## config.mk

```make
export PLATFORM = sky130hd
export DESIGN_NAME = fixed_multiplier_flat
export DESIGN_NICKNAME = d
export VERILOG_FILES = /design/src/rtl/fixed_pkg.sv /design/src/rtl/fixed_multiplier_if.sv /design/src/rtl/fx_round_sat.sv /design/src/rtl/fixed_multiplier.sv /design/src/flat_wrapper.sv
export SDC_FILE = /design/constraint.sdc
export NUM_CORES = 1
export LEC_CHECK = 0
export CAP_MARGIN = 20
export CORE_ASPECT_RATIO = 0.5
export CORE_MARGIN = 10
export CORE_UTILIZATION = 65
export CTS_BUF_LIST = sky130_fd_sc_hd__clkbuf_8
export CTS_CLUSTER_SIZE = 12
export DETAILED_ROUTE_END_ITERATION = 6
export PLACE_DENSITY = 0.94
export SLEW_MARGIN = 5
export SYNTH_ARGS = -nofsm -noshare
export SYNTH_HDL_FRONTEND = slang
export SYNTH_SLANG_ARGS = --single-unit
```

## constraint.sdc

```tcl
create_clock -name clk -period 5.13 [get_ports clk]
set_input_delay 0.513 -clock clk [delete_from_list [all_inputs] [get_ports clk]]
set_output_delay 0.513 -clock clk [all_outputs]
set_load 0.01 [all_outputs]
```

## src/rtl/fixed_pkg.sv

```systemverilog
// Shared fixed-point definitions (Q3.12 by default) used by the multiplier and its rounding stage.
package fixed_pkg;

  localparam int FX_WIDTH  = 16;
  localparam int FX_Q_BITS = 12;

  typedef logic signed [FX_WIDTH-1:0] fixed_t;

  localparam fixed_t FX_MAX = {1'b0, {(FX_WIDTH-1){1'b1}}};
  localparam fixed_t FX_MIN = {1'b1, {(FX_WIDTH-1){1'b0}}};
  localparam fixed_t FX_ONE = fixed_t'(1) << FX_Q_BITS;

  typedef enum logic [1:0] {
    MUL_IDLE   = 2'd0,
    MUL_RUN    = 2'd1,
    MUL_FINISH = 2'd2
  } mul_state_t;

endpackage

```

## src/rtl/fixed_multiplier_if.sv

```systemverilog
// Start/ready/valid bus shared by the fixed-point arithmetic units.
// Handshake: start is taken only on an edge where ready=1; valid is a one-cycle
// pulse that qualifies product/overflow; product holds until the next accepted start.
interface fixed_multiplier_if #(
    parameter int WIDTH = 16
);
    logic             start;
    logic [WIDTH-1:0] multiplicand;
    logic [WIDTH-1:0] multiplier;
    logic             valid;
    logic             ready;
    logic             overflow;
    logic [WIDTH-1:0] product;

    modport master (
        output start, multiplicand, multiplier,
        input  valid, ready, overflow, product
    );

    modport slave (
        input  start, multiplicand, multiplier,
        output valid, ready, overflow, product
    );
endinterface

```

## src/rtl/fx_round_sat.sv

```systemverilog
// Rounds an unsigned 2*WIDTH-bit Q product magnitude half-away-from-zero, applies the sign,
// and flags overflow. Saturates when FIXED_MUL_SATURATE_EN is defined, otherwise wraps.
module fx_round_sat #(
    parameter int WIDTH  = 16,
    parameter int Q_BITS = 12
) (
    input  logic [2*WIDTH-1:0] acc,
    input  logic               sign,
    output logic [WIDTH-1:0]   product,
    output logic               overflow
);
    localparam int MW = 2*WIDTH - Q_BITS;
    localparam logic [2*WIDTH-1:0] HALF    = (2*WIDTH)'(1) << (Q_BITS-1);
    localparam logic [MW-1:0]      POS_LIM = MW'((64'd1 << (WIDTH-1)) - 64'd1);
    localparam logic [MW-1:0]      NEG_LIM = MW'(64'd1 << (WIDTH-1));

    logic [2*WIDTH-1:0] rounded;
    logic [MW-1:0]      mag;
    logic [MW-1:0]      signed_res;

    always_comb begin
        rounded    = acc + HALF;
        mag        = rounded[2*WIDTH-1:Q_BITS];
        signed_res = sign ? -mag : mag;
        overflow   = sign ? (mag > NEG_LIM) : (mag > POS_LIM);
`ifdef FIXED_MUL_SATURATE_EN
        if (overflow)
            product = sign ? {1'b1, {(WIDTH-1){1'b0}}} : {1'b0, {(WIDTH-1){1'b1}}};
        else
            product = signed_res[WIDTH-1:0];
`else
        product = signed_res[WIDTH-1:0];
`endif
    end
endmodule

```

## src/rtl/fixed_multiplier.sv

```systemverilog
// Sequential signed Q-format shift-add multiplier, fixed latency WIDTH+1 edges, one op in flight.
// Optional saturation on overflow is enabled by defining FIXED_MUL_SATURATE_EN.
module fixed_multiplier
    import fixed_pkg::*;
#(
    parameter int WIDTH  = FX_WIDTH,
    parameter int Q_BITS = FX_Q_BITS
) (
    input  logic                     clk,
    input  logic                     reset,
    fixed_multiplier_if.slave        bus,
    output mul_state_t               dbg_state,
    output logic [$clog2(WIDTH)-1:0] dbg_cnt
);
    localparam int CW = $clog2(WIDTH);
    localparam logic [CW-1:0] CNT_LAST = CW'(WIDTH-1);

    mul_state_t           state_q, state_d;
    logic [CW-1:0]        cnt_q, cnt_d;
    logic [2*WIDTH-1:0]   mcand_q, mcand_d;
    logic [WIDTH-1:0]     mult_q, mult_d;
    logic [2*WIDTH-1:0]   acc_q, acc_d;
    logic                 sign_q, sign_d;
    logic                 valid_q, valid_d;
    logic                 ready_q, ready_d;
    logic                 overflow_q, overflow_d;
    logic [WIDTH-1:0]     product_q, product_d;

    logic [WIDTH-1:0]     a_mag, b_mag;
    logic [WIDTH-1:0]     rs_product;
    logic                 rs_overflow;

    // Magnitudes are unsigned WIDTH bits, so -MIN lands on 2^(WIDTH-1) exactly.
    assign a_mag = bus.multiplicand[WIDTH-1] ? -bus.multiplicand : bus.multiplicand;
    assign b_mag = bus.multiplier[WIDTH-1]   ? -bus.multiplier   : bus.multiplier;

    fx_round_sat #(.WIDTH(WIDTH), .Q_BITS(Q_BITS)) u_round_sat (
        .acc      (acc_q),
        .sign     (sign_q),
        .product  (rs_product),
        .overflow (rs_overflow)
    );

    always_comb begin
        state_d    = state_q;
        cnt_d      = cnt_q;
        mcand_d    = mcand_q;
        mult_d     = mult_q;
        acc_d      = acc_q;
        sign_d     = sign_q;
        valid_d    = 1'b0;
        ready_d    = ready_q;
        overflow_d = overflow_q;
        product_d  = product_q;
        case (state_q)
            MUL_IDLE: begin
                if (bus.start && ready_q) begin
                    mcand_d = {{WIDTH{1'b0}}, a_mag};
                    mult_d  = b_mag;
                    sign_d  = bus.multiplicand[WIDTH-1] ^ bus.multiplier[WIDTH-1];
                    acc_d   = '0;
                    cnt_d   = '0;
                    ready_d = 1'b0;
                    state_d = MUL_RUN;
                end
            end
            MUL_RUN: begin
                if (mult_q[0]) acc_d = acc_q + mcand_q;
                mcand_d = mcand_q << 1;
                mult_d  = mult_q >> 1;
                cnt_d   = cnt_q + 1'b1;
                if (cnt_q == CNT_LAST) state_d = MUL_FINISH;
            end
            MUL_FINISH: begin
                valid_d    = 1'b1;
                ready_d    = 1'b1;
                product_d  = rs_product;
                overflow_d = rs_overflow;
                state_d    = MUL_IDLE;
            end
            default: state_d = MUL_IDLE;
        endcase
    end

    always_ff @(posedge clk or posedge reset) begin
        if (reset) begin
            state_q    <= MUL_IDLE;
            cnt_q      <= '0;
            mcand_q    <= '0;
            mult_q     <= '0;
            acc_q      <= '0;
            sign_q     <= 1'b0;
            valid_q    <= 1'b0;
            ready_q    <= 1'b1;
            overflow_q <= 1'b0;
            product_q  <= '0;
        end else begin
            state_q    <= state_d;
            cnt_q      <= cnt_d;
            mcand_q    <= mcand_d;
            mult_q     <= mult_d;
            acc_q      <= acc_d;
            sign_q     <= sign_d;
            valid_q    <= valid_d;
            ready_q    <= ready_d;
            overflow_q <= overflow_d;
            product_q  <= product_d;
        end
    end

    assign bus.valid    = valid_q;
    assign bus.ready    = ready_q;
    assign bus.overflow = overflow_q;
    assign bus.product  = product_q;
    assign dbg_state    = state_q;
    assign dbg_cnt      = cnt_q;
endmodule

```

## src/flat_wrapper.sv

```systemverilog
// flat-port wrapper written by rule: the top's interface ports become plain ports
module fixed_multiplier_flat import fixed_pkg::*;
#(
    parameter int WIDTH  = FX_WIDTH,
    parameter int Q_BITS = FX_Q_BITS
)
  (clk, reset, dbg_state, dbg_cnt, bus_start, bus_multiplicand, bus_multiplier, bus_valid, bus_ready, bus_overflow, bus_product);
  fixed_multiplier_if #(.WIDTH(WIDTH)) bus_i ();
  input  logic clk;
  input  logic reset;
  output mul_state_t dbg_state;
  output logic [$clog2(WIDTH)-1:0] dbg_cnt;
  input wire logic [$bits(bus_i.start)-1:0] bus_start;
  input wire logic [$bits(bus_i.multiplicand)-1:0] bus_multiplicand;
  input wire logic [$bits(bus_i.multiplier)-1:0] bus_multiplier;
  output wire logic [$bits(bus_i.valid)-1:0] bus_valid;
  output wire logic [$bits(bus_i.ready)-1:0] bus_ready;
  output wire logic [$bits(bus_i.overflow)-1:0] bus_overflow;
  output wire logic [$bits(bus_i.product)-1:0] bus_product;
  assign bus_i.start = bus_start;
  assign bus_i.multiplicand = bus_multiplicand;
  assign bus_i.multiplier = bus_multiplier;
  assign bus_valid = bus_i.valid;
  assign bus_ready = bus_i.ready;
  assign bus_overflow = bus_i.overflow;
  assign bus_product = bus_i.product;
  fixed_multiplier #(.WIDTH(WIDTH), .Q_BITS(Q_BITS)) u_core (.clk(clk), .reset(reset), .bus(bus_i), .dbg_state(dbg_state), .dbg_cnt(dbg_cnt));
endmodule
```

# [Word-level counts from Yosys, hierarchy flattened]
# Index checks and enable logic that the tools add are counted.
# Widths: inputs -> output; s select.
[totals] wordCells=53 ff_bits=106
[op_classes] order_cmp=2 reduce_logical=9 n_bitwise=1 mux=19 eq_ne=6 n_addsub=6
[op_table] op="$pmux 32 s2" n=2
[op_table] op="$mux 32" n=3
[op_table] op="$mux 16" n=4
[op_table] op="$neg 16->16" n=3
[op_table] op="$add 32x12->32 const B" n=1
[op_table] op="$add 32x32->32" n=1
[op_table] op="$pmux 16 s2" n=1
[op_table] op="$gt 20x15->1 const B" n=1
[op_table] op="$gt 20x16->1 const B" n=1
[op_table] op="$pmux 4 s2" n=1
[op_table] op="$reduce_and 2->1" n=4
[op_table] op="$ne 2x1->1 const B" n=3
[op_table] op="$add 4x1->4 const B" n=1
[op_table] op="$eq 4x4->1 const B" n=1
[op_table] op="$mux 2" n=2
[op_table] op="$mux 4" n=1
[op_table] op="$pmux 2 s2" n=1
[op_table] op="$reduce_bool 2->1" n=2
[op_table] op="$mux 1" n=3
[op_table] op="$reduce_and 3->1" n=1
[op_table] op="$eq 2x1->1 const B" n=1
[op_table] op="$eq 2x2->1 const B" n=1
[op_table] op="$logic_not 2->1" n=1
[op_table] op="$pmux 1 s2" n=1
[op_table] op="2 further kinds" n=2

# [Longest topological paths before layout]
# Gate-level depths: netlist (run 1).
[logic_depth] word_depth=4 mapped_depth=11

# [Cells and area by module]
# A second synthesis (run 1) with hierarchy kept.
[hier_totals] cells_unflattened=830 hier_area_um2=7413.4
[modules_own_cells] mod="fixed_multiplier" cells_each=681 instances=1 area_per_inst_um2=6337.3 seq_area_each_um2=2653.8
[modules_own_cells] mod="fx_round_sat" cells_each=149 instances=1 area_per_inst_um2=1076.0 seq_area_each_um2=0.0

# [Least setup slack after synthesis (run 1)]
# OpenSTA, ideal clock, no wires.
[synth_path] path_kind="reg2reg" start="reg u_core.mcand_q[0]" end="reg u_core.acc_q[30]" t_required_ps=5006 n_path_buf=0 path_stages_with_launch=12 arrival_time_ps=2572 slack_ps=2434 synth_period_minus_slack_ps=2696 setup_time_ps=124 path_cell_list="dfrtp_1 > ha_1 > fa_1 > a21o_1 > a21oi_1 > o21ai_1 > a21oi_1 > o311a_1 > o31a_1 > o21bai_1 > mux2_2 > or2_1"
[synth_between] elab_chain_cells=3
[synth_lines] element="start, declared" line="fixed_multiplier.sv:20" text="logic [2*WIDTH-1:0] mcand_q, mcand_d;"
[synth_lines] element="start signal, assigned" line="fixed_multiplier.sv:100" text="mcand_q <= mcand_d;"
[synth_lines] element="$add 32x32->32" line="fixed_multiplier.sv:68" text="if (mult_q[0]) acc_d = acc_q + mcand_q;"
[synth_lines] element="$mux 32" line="fixed_multiplier.sv:68"
[synth_lines] element="$pmux 32 s2" line="fixed_multiplier.sv:55" text="case (state_q)"
[synth_lines] element="end signal, assigned" line="fixed_multiplier.sv:91" text="acc_q <= '0;"
[synth_lines] element="end signal, assigned" line="fixed_multiplier.sv:102" text="acc_q <= acc_d;"
[synth_lines] element="end, declared" line="fixed_multiplier.sv:22" text="logic [2*WIDTH-1:0] acc_q, acc_d;"
# No other way between the ends. The select of a mux whose other input is x is not followed.
# A chain may end at the register's enable or synchronous reset.

# [Final worst setup path (run 1)]
[layout_path] start="reg u_core.acc_q[0]" end="reg u_core.acc_q[24]"
[layout_between] elab_chain_cells=3
[layout_lines] element="$add 32x32->32" line="fixed_multiplier.sv:68"
[layout_lines] element="$mux 32" line="fixed_multiplier.sv:68"
[layout_lines] element="$pmux 32 s2" line="fixed_multiplier.sv:55"
# No other way between the ends. The select of a mux whose other input is x is not followed.

==> results of run 1 <==
state kept, by name, indices dropped and copies added (netlist names):
register / count
u_core.bus.valid: 1
u_core.mult_q: 16
u_core.dbg_state: 2
u_core.bus.ready: 1
u_core.bus.overflow: 1
u_core.dbg_cnt: 4
u_core.sign_q: 1
u_core.mcand_q: 32
u_core.acc_q: 32
u_core.bus.product: 16
cells in the mapped netlist (all sizes together) (3+ instances only):
master  count  area [µm²]
mux2        3       37.53
a31oi       5       31.28
o31ai      10       75.07
xnor2      37       324.1
xor2       44       385.4
o21a        4       30.03
dfrtp     105        2628
a21oi      38       190.2
a21bo       3       30.03
a22oi      27       202.7
nand3b      3       22.52
buf         8       48.79
or3         8       55.05
and3       11       68.82
o21ai     125       625.6
nand2b     11       68.82
o21bai      9       67.56
and2        4       25.02
nor2b       8       50.05
a221o       3       30.03
nor2       30       112.6
nor3b       4       30.03
nand2     119       449.2
a21o       16       120.1
a211oi      4       30.03
or2         4       25.03
nand3      19       107.6
mux2i       6       60.06
clkbuf     33       125.1
o311ai      3       33.79
ha         37       462.9
nand4       9       62.56
inv        18       67.56
nor3       14       80.08
per-stage QoR:
stage / utilization [%] / power [mW]
floorplan: - / 3.127
global placement: 74.22 / 3.630
detailed placement: 74.22 / 3.744
CTS: 76.17 / 4.279
global route: 76.42 / 4.673
finish: 76.42 / 4.328
worst max-delay path: cells and delay by family, from the launching register on:
kind                     cells  cell delay (ps)
AO/OA/AOI/OAI                8             1800
adder cells (fa/ha/maj)      2              660
flip-flops                   1              420
XOR/XNOR                     1              140
worst min path at each step:
stage,start,endpoint,slack [ps],cells past startpoint
6_report,u_core.bus.product[11]$_DFFE_PP0P_,u_core.bus.product[11]$_DFFE_PP0P_,490,2
5_1_grt,u_core.acc_q[7]$_DFFE_PP0P_,u_core.acc_q[7]$_DFFE_PP0P_,520,2
4_1_cts,u_core.bus.product[3]$_DFFE_PP0P_,u_core.bus.product[3]$_DFFE_PP0P_,490,2
3_5_place_dp,u_core.bus.product[3]$_DFFE_PP0P_,u_core.bus.product[3]$_DFFE_PP0P_,470,2
3_3_place_gp,u_core.bus.product[3]$_DFFE_PP0P_,u_core.bus.product[3]$_DFFE_PP0P_,460,2
2_1_floorplan,u_core.acc_q[10]$_DFFE_PP0P_,u_core.acc_q[10]$_DFFE_PP0P_,460,2
area by class of cell:
cell class              instances  area (µm²)
clock buffers                   9       123.9
clock inverters                 7       80.08
fillers                       722        2462
inverters                      18       70.07
multi-input cells             651        4230
flip-flops and latches        106        2654
well taps                     140       175.2
repair buffers                 65       646.9
power groups by stage:
stage	clock [mW]	combinational, mW	sequential [mW]
2_1_floorplan	0	1.73	1.40
3_3_place_gp	0	2.12	1.51
3_5_place_dp	0	2.20	1.54
4_1_cts	0.528	2.23	1.52
5_1_grt	0.556	2.53	1.59
6_report	0.520	2.27	1.53
cells by family (layout without fill, tap and decap cells):
logic type / count (synthesis) / count (layout)
fa+ha+maj: 38 / 38
mux: 9 / 9
flops: 106 / 106
compound gates: 272 / 272
simple gates: 251 / 251
xor+xnor: 81 / 81
buf+inv: 59 / 99
per-layer routing:
metal | up-vias | wire length, µm | part of all wire [%] | global-route usage, %
li1 | 3012 | - | - | -
met1 | 2947 | 7529 | 45 | 29.20
met2 | 263 | 7500 | 45 | 33.71
met3 | 25 | 1580 | 9.4 | 4.386
met4 | 0 | 203 | 1.2 | 5.476
met5 | - | 0 | 0 | 0
==> results.sh, run 1 <==
export IMPL_status="finished clean"
export IMPL_grt_max_degree=63
export IMPL_internal_power_mw=2.323
export IMPL_setup_viol=0
export IMPL_port_buffers=59
export IMPL_synth_mux_area_share_pct=1.373
export IMPL_drive_gt1_share_pct=5.491
export IMPL_vdd_drop_max_mv=0.2164
export IMPL_power_switching_mw=2.005
export IMPL_via_per_inst=6.272
export IMPL_slew_headroom_pct=29.83
export IMPL_hold_class="reg -> reg"
export IMPL_io_pins=60
export IMPL_place_ws_ps=2095
export IMPL_synth_warnings=0
export IMPL_power_frac_seq_pct=35.5
export IMPL_cap_violations=0
export IMPL_dr_total_vias=6247
export IMPL_hold_ws_ps=487.3
export IMPL_ant_nets=0
export IMPL_netlist_cell_type_count=76
export IMPL_drt_iter0_markers=705
export IMPL_place_area_um2=7750
export IMPL_path_cells="ha_1 > fa_1 > a21o_1 > a21oi_1 > o21ai_1 > a21oi_1 > o21ai_0 > a211oi_1 > o21bai_1 > xnor2_1 > o21ai_0"
export IMPL_crit_path_max_fanout=3
export IMPL_cts_htree_levels=3
export IMPL_swShare_pct=46.33
export IMPL_r2r_start="u_core.acc_q[0]$_DFFE_PP0P_"
export IMPL_clkPwrFrac_pct=12.0
export IMPL_leakagePower_nw=3.564
export IMPL_path_class="reg -> reg"
export IMPL_synth_edf_count=0
export IMPL_finalSetupTns_ps=0
export IMPL_routed_wl_um=16810
export IMPL_track_usage_pct=21.29
export IMPL_grt_pass1_wl_um=28590
export IMPL_die_area_um2=15770
export IMPL_rsz0062_at_grt="false"
export IMPL_slew_violations=0
export IMPL_fin_worst_skew_ps=8.760
export IMPL_worst_pin_slew_ps=1050
export IMPL_worstPathArrival_ps=3390
export IMPL_synth_simple_area_share_pct=17.27
export IMPL_antenna_found_initial=0
export IMPL_start_util_pct=68.08
export IMPL_startpoint="u_core.acc_q[0]$_DFFE_PP0P_"
export IMPL_dp_hpwl_um=12450
export IMPL_hold_buffers=0
export IMPL_netlist_instances=816
export IMPL_final_area_um2=7980
export IMPL_pwr_share_comb_pct=52.5
export IMPL_die_x_um=167.9
export IMPL_die_y_um=93.95
export IMPL_cts_buffer_depth=2
export IMPL_power_density_nw_per_um2=542.3
export IMPL_synth_ff_type="dfrtp_1"
export IMPL_synth_compound_area_share_pct=23.86
export IMPL_period_share_pct=61.87
export IMPL_synth_seq_cells=106
export IMPL_dp_cells=978
export IMPL_crit_path_start_kind="flip-flop"
export IMPL_synth_xor_xnor_area_share_pct=9.979
export IMPL_max_clock_freq_ghz=0.3151
export IMPL_synth_adder_area_share_pct=6.793
export IMPL_drc=0
export IMPL_crit_required_ps=5350
export IMPL_fin_ws_ps=1956
export IMPL_clk_latency_ps=380
export IMPL_grt_overflow=0
export IMPL_cts_tree="yes"
export IMPL_post_cts_buffers=0
export IMPL_gp_congestion=0.9889
export IMPL_firstDrtPassIters=7
export IMPL_syn2layout_area_growth_pct=12.25
export IMPL_clk_pin_slew_ps=110
export IMPL_syn_area_um2=7109
export IMPL_core_area_um2=10440
export IMPL_critPathSlowestCell="dfrtp_1"
export IMPL_fin_cells=996
export IMPL_critical_path_max_stage_delay_ps=420
export IMPL_cts_buffers_inserted=9
export IMPL_antenna_diode_count=0
export IMPL_end_kind="flip-flop"
export IMPL_grt_pass1_vias=6015
export IMPL_clock_root_buffer="clkbuf_8"
export IMPL_r2r_end="u_core.acc_q[24]$_DFFE_PP0P_"
export IMPL_wl_per_cell_um=16.88
export IMPL_final_min_clock_period_ps=3174
export IMPL_synth_top_family_by_area="compound AO/OA/AOI/OAI gates"
export IMPL_syn_avg_cell_area_um2=8.712
export IMPL_final_cell_mix="nand2_1, o21ai_0, dfrtp_1, clkdlybuf4s50_1, xor2_1"
export IMPL_clkSinkCount=106
export IMPL_hold_viol_final=0
export IMPL_synth_seq_area_share_pct=37.33
export IMPL_nets=924
export IMPL_reg2reg_depth=11
export IMPL_post_cts_resized=0
export IMPL_syn_nets=889
export IMPL_fp_row_count=26
export IMPL_endpoint="u_core.acc_q[24]$_DFFE_PP0P_"
export IMPL_r2r_slack_ps=1960
export IMPL_postSynth_asyncResetShare_pct=100.0
Power figures use the tool's default switching activity.
==> inputs of run 2 (changes only) <==
--- a/config.mk
+++ b/config.mk
@@ -8,11 +8,11 @@
 export CAP_MARGIN = 20
 export CORE_ASPECT_RATIO = 0.5
 export CORE_MARGIN = 10
-export CORE_UTILIZATION = 65
+export CORE_UTILIZATION = 61
 export CTS_BUF_LIST = sky130_fd_sc_hd__clkbuf_8
 export CTS_CLUSTER_SIZE = 12
 export DETAILED_ROUTE_END_ITERATION = 6
-export PLACE_DENSITY = 0.94
+export PLACE_DENSITY = 0.89
 export SLEW_MARGIN = 5
 export SYNTH_ARGS = -nofsm -noshare
 export SYNTH_HDL_FRONTEND = slang
==> constraint.sdc (replaced) <==
create_clock -name clk -period 3.3 [get_ports clk]
set_input_delay 0.33 -clock clk [delete_from_list [all_inputs] [get_ports clk]]
set_output_delay 0.33 -clock clk [all_outputs]
set_load 0.01 [all_outputs]
==> results.sh, run 2 (synthesized netlist as in run 1, its figures left out) <==
export IMPL_status="finished clean"
export IMPL_dp_cells=1002
export IMPL_cts_buffers_inserted=9
export IMPL_power_density_nw_per_um2=833.1
export IMPL_cts_htree_levels=3
export IMPL_post_cts_resized=0
export IMPL_die_x_um=172.7
export IMPL_syn2layout_area_growth_pct=13.50
export IMPL_r2r_slack_ps=180
export IMPL_slew_violations=0
export IMPL_period_share_pct=94.50
export IMPL_firstDrtPassIters=5
export IMPL_fill_cells=840
export IMPL_slew_headroom_pct=34.84
export IMPL_antenna_found_initial=0
export IMPL_nets=930
export IMPL_worstPathArrival_ps=3410
export IMPL_path_class="reg -> reg"
export IMPL_setup_viol=0
export IMPL_rsz0062_at_grt="false"
export IMPL_dr_total_vias=6145
export IMPL_wl_per_cell_um=16.26
export IMPL_crit_path_max_fanout=3
export IMPL_end_kind="flip-flop"
export IMPL_final_min_clock_period_ps=3118
export IMPL_clk_pin_slew_ps=110
export IMPL_die_y_um=96.34
export IMPL_fp_row_count=27
export IMPL_track_usage_pct=19.86
export IMPL_finalSetupTns_ps=0
export IMPL_crit_required_ps=3590
export IMPL_grt_pass1_wl_um=27800
export IMPL_crit_path_start_kind="flip-flop"
export IMPL_final_cell_mix="nand2_1, o21ai_0, dfrtp_1, clkdlybuf4s50_1, xor2_1"
export IMPL_grt_pass1_vias=5825
export IMPL_vdd_drop_max_mv=0.3170
export IMPL_port_buffers=59
export IMPL_largestRegisters="u_core.acc_q x32, u_core.mcand_q x32"
export IMPL_cts_tree="yes"
export IMPL_post_cts_buffers=0
export IMPL_cts_buffer_depth=2
export IMPL_cap_violations=0
export IMPL_dp_hpwl_um=12210
export IMPL_clkSinkCount=106
export IMPL_clock_root_buffer="clkbuf_8"
export IMPL_leakagePower_nw=3.601
export IMPL_routed_wl_um=16600
export IMPL_hold_viol_final=0
export IMPL_drc=0
export IMPL_fin_cells=1021
export IMPL_fin_worst_skew_ps=15.62
export IMPL_gp_congestion=0.9684
export IMPL_die_area_um2=16630
export IMPL_antenna_diode_count=0
export IMPL_core_area_um2=11180
export IMPL_grt_overflow=0
export IMPL_clk_latency_ps=390
export IMPL_grt_max_degree=87
export IMPL_ant_nets=0
export IMPL_multi_input_area_um2=4245
export IMPL_drt_iter0_markers=543
export IMPL_hold_buffers=0
export IMPL_worst_pin_slew_ps=977.4
export IMPL_max_clock_freq_ghz=0.3207
export IMPL_hold_class="in -> async"
export IMPL_start_util_pct=63.58
export IMPL_via_per_inst=6.019
export IMPL_io_pins=60
export IMPL_seqCellArea_um2=2654
export IMPL_drive_gt1_share_pct=6.497
## run 2: path summary, 6_finish.rpt
path                                                  from                              end  cells after the start
max                          u_core.mcand_q[0]$_DFFE_PP0P_     u_core.acc_q[30]$_DFFE_PP0P_                     11
min                                                  reset    u_core.dbg_cnt[0]$_DFFE_PP0P_                      2
max reg2reg                  u_core.mcand_q[0]$_DFFE_PP0P_     u_core.acc_q[30]$_DFFE_PP0P_                     11
min reg2reg                u_core.bus.overflow$_DFFE_PP0P_  u_core.bus.overflow$_DFFE_PP0P_                      1
max in group asynchronous                            reset     u_core.bus.ready$_DFFE_PP1P_                      3
min in group clk           u_core.bus.overflow$_DFFE_PP0P_  u_core.bus.overflow$_DFFE_PP0P_                      1
## run 2: final cells by class
type / instances / area share (%)
Sequential cell: 106 / 32.89
Clock inverter: 7 / 0.7598
Multi-Input combinational cell: 651 / 52.61
Tap cell: 159 / 2.466
Timing Repair Buffer: 71 / 8.870
Clock buffer: 9 / 1.535
Inverter: 18 / 0.8684
## run 2: through the flow
| stage | utilization, % | total power, mW | instance area [µm²] | hold slack, ps | setup WS [ps] |
|---|---|---|---|---|---|
| global placement | 69.86 | 5.702 | 7811 | 461.7 | 360.6 |
| global route | 72.16 | 7.272 | 8069 | 299.2 | 24.61 |
| finish | 72.16 | 6.722 | 8069 | 284.9 | 181.6 |
| floorplan | - | 4.862 | 7109 | 456.3 | 182.8 |
| CTS | 71.51 | 6.624 | 7996 | 494.5 | 190.5 |
| detailed placement | 69.86 | 5.836 | 7811 | 470.7 | 198.0 |
## run 2: power breakdown
group | internal [mW] | switching [mW]
sequential | 1.78 | 0.568
combinational | 1.57 | 2.02
clock | 0.291 | 0.502
total | 3.63 | 3.09
## run 2: worst max-delay path: stages, from the launching register on
cell and delay (ps):
dfrtp_1 430, ha_1 250, fa_1 430, a21o_1 190, a21oi_1 340, o21ai_2 140, a21oi_1 260, o311a_1 250
o31a_1 150, o21bai_1 100, mux2_2 280, or2_1 220
## run 2: layer usage
layer	vias up	track usage, %	routed length, µm
met2	238	31.79	7141
met5	-	0	0
met1	2876	26.64	7914
li1	3019	-	-
met4	0	4.847	112
met3	12	5.234	1432
==> inputs of run 3 (changes only) <==
--- a/config.mk
+++ b/config.mk
@@ -12,7 +12,8 @@
 export CTS_BUF_LIST = sky130_fd_sc_hd__clkbuf_8
 export CTS_CLUSTER_SIZE = 12
 export DETAILED_ROUTE_END_ITERATION = 6
-export PLACE_DENSITY = 0.89
+export GPL_TIMING_DRIVEN = 0
+export PLACE_DENSITY = 0.79
 export SLEW_MARGIN = 5
 export SYNTH_ARGS = -nofsm -noshare
 export SYNTH_HDL_FRONTEND = slang
==> results.sh, run 3 (synthesized netlist as in run 1, its figures left out) <==
export IMPL_cts_htree_levels=3
export IMPL_routed_wl_um=17060
export IMPL_end_kind="flip-flop"
export IMPL_clock_root_buffer="clkbuf_8"
export IMPL_dp_hpwl_um=13370
export IMPL_worstPathArrival_ps=3380
export IMPL_grt_pass1_vias=5843
export IMPL_worst_pin_slew_ps=688.4
export IMPL_fin_worst_skew_ps=10.69
export IMPL_cap_violations=0
export IMPL_wl_per_cell_um=16.23
export IMPL_leakagePower_nw=3.616
export IMPL_largestRegisters="u_core.acc_q x32, u_core.mcand_q x32"
export IMPL_hold_class="in -> async"
export IMPL_place_ws_ps=135.7
export IMPL_die_area_um2=16630
export IMPL_multi_input_area_um2=4232
export IMPL_antenna_diode_count=0
export IMPL_core_area_um2=11180
export IMPL_cts_tree="yes"
export IMPL_hold_viol_final=0
export IMPL_period_share_pct=94.15
export IMPL_crit_required_ps=3580
export IMPL_crit_path_start_kind="flip-flop"
export IMPL_grt_overflow=0
export IMPL_dr_total_vias=6157
export IMPL_syn2layout_area_growth_pct=14.73
export IMPL_nets=960
export IMPL_vdd_drop_max_mv=0.2951
export IMPL_start_util_pct=63.58
export IMPL_gp_congestion=0.9215
export IMPL_fin_cells=1051
export IMPL_antenna_found_initial=0
export IMPL_via_per_inst=5.858
export IMPL_path_class="reg -> reg"
export IMPL_io_pins=60
export IMPL_fin_ws_ps=193.0
export IMPL_crit_path_max_fanout=3
export IMPL_clkSinkCount=106
export IMPL_die_x_um=172.7
export IMPL_rsz0062_at_grt="false"
export IMPL_grt_max_degree=70
export IMPL_final_min_clock_period_ps=3107
export IMPL_drive_gt1_share_pct=5.942
export IMPL_ant_nets=0
export IMPL_hold_buffers=0
export IMPL_seqCellArea_um2=2656
export IMPL_drt_iter0_markers=336
export IMPL_setup_viol=0
export IMPL_final_cell_mix="nand2_1, o21ai_0, dfrtp_1, clkdlybuf4s50_1, xor2_1"
export IMPL_r2r_slack_ps=190
export IMPL_track_usage_pct=20.63
export IMPL_status="finished clean"
export IMPL_grt_pass1_wl_um=28500
export IMPL_clk_pin_slew_ps=110
export IMPL_slew_headroom_pct=54.11
export IMPL_fp_row_count=27
export IMPL_cts_buffers_inserted=9
export IMPL_port_buffers=59
export IMPL_fill_cells=898
export IMPL_max_clock_freq_ghz=0.3219
export IMPL_p_total_mw=6.745
export IMPL_dp_cells=1035
export IMPL_hold_ws_ps=306.2
export IMPL_drc=0
export IMPL_slew_violations=0
export IMPL_post_cts_buffers=0
export IMPL_cts_buffer_depth=2
export IMPL_die_y_um=96.34
export IMPL_firstDrtPassIters=5
export IMPL_clk_latency_ps=390
export IMPL_power_density_nw_per_um2=826.9
==> run 3: worst max-delay path, stage by stage (launching register included) <==
cell,delay [ps]
dfrtp_1,430
ha_1,230
fa_1,410
a21o_1,170
a21oi_1,300
o21ai_2,120
a21oi_1,300
o311a_1,250
o31a_1,150
o21bai_1,110
mux2_2,290
or2_1,230
==> run 3: path summary, 6_finish.rpt <==
check / from / to / depth (start not counted)
setup / recovery: u_core.mcand_q[0]$_DFFE_PP0P_ / u_core.acc_q[30]$_DFFE_PP0P_ / 11
hold / removal: reset / u_core.mult_q[13]$_DFFE_PP0P_ / 2
setup reg to reg: u_core.mcand_q[0]$_DFFE_PP0P_ / u_core.acc_q[30]$_DFFE_PP0P_ / 11
hold reg to reg: u_core.bus.product[5]$_DFFE_PP0P_ / u_core.bus.product[5]$_DFFE_PP0P_ / 2
max in group asynchronous: reset / u_core.bus.ready$_DFFE_PP1P_ / 3
min in group clk: u_core.bus.product[5]$_DFFE_PP0P_ / u_core.bus.product[5]$_DFFE_PP0P_ / 2
==> run 3: what timing repair did <==
item,4_1_cts,5_1_grt
resized for setup,0,6
endpoints found under the hold margin,0,0
endpoints found under the setup margin,0,6
==> run 3: stage by stage <==
step	util [%]	area [µm²]	TNS [ps]
floorplan	-	7109	0
global route	72.94	8157	0
CTS	72.76	8137	0
detailed placement	70.91	7929	0
finish	72.94	8157	0
global placement	70.64	7899	-128930
==> run 3: power by group <==
group | switching [mW] | internal (mW)
Sequential | 0.500 | 1.78
Combinational | 2.08 | 1.57
Clock | 0.492 | 0.320
==> run 3: metal layers <==
layer / share of wire (%) / GRT usage, % / vias to the layer above / wire length, µm
li1: - / - / 3076 / -
met1: 49 / 26.92 / 2911 / 8338
met2: 43 / 33.82 / 150 / 7360
met3: 7.0 / 6.016 / 20 / 1189
met4: 1.0 / 4.562 / 0 / 173
met5: 0 / 0 / - / 0
==> run 3: layout make-up <==
| class | instances | area share (%) |
|---|---|---|
| well taps | 159 | 2.439 |
| plain buffers | 41 | 2.132 |
| flip-flops and latches | 106 | 32.57 |
| clock buffers | 10 | 1.687 |
| multi-input cells | 651 | 51.88 |
| inverters | 18 | 0.8590 |
| clock inverters | 6 | 0.8590 |
| repair buffers | 60 | 7.578 |
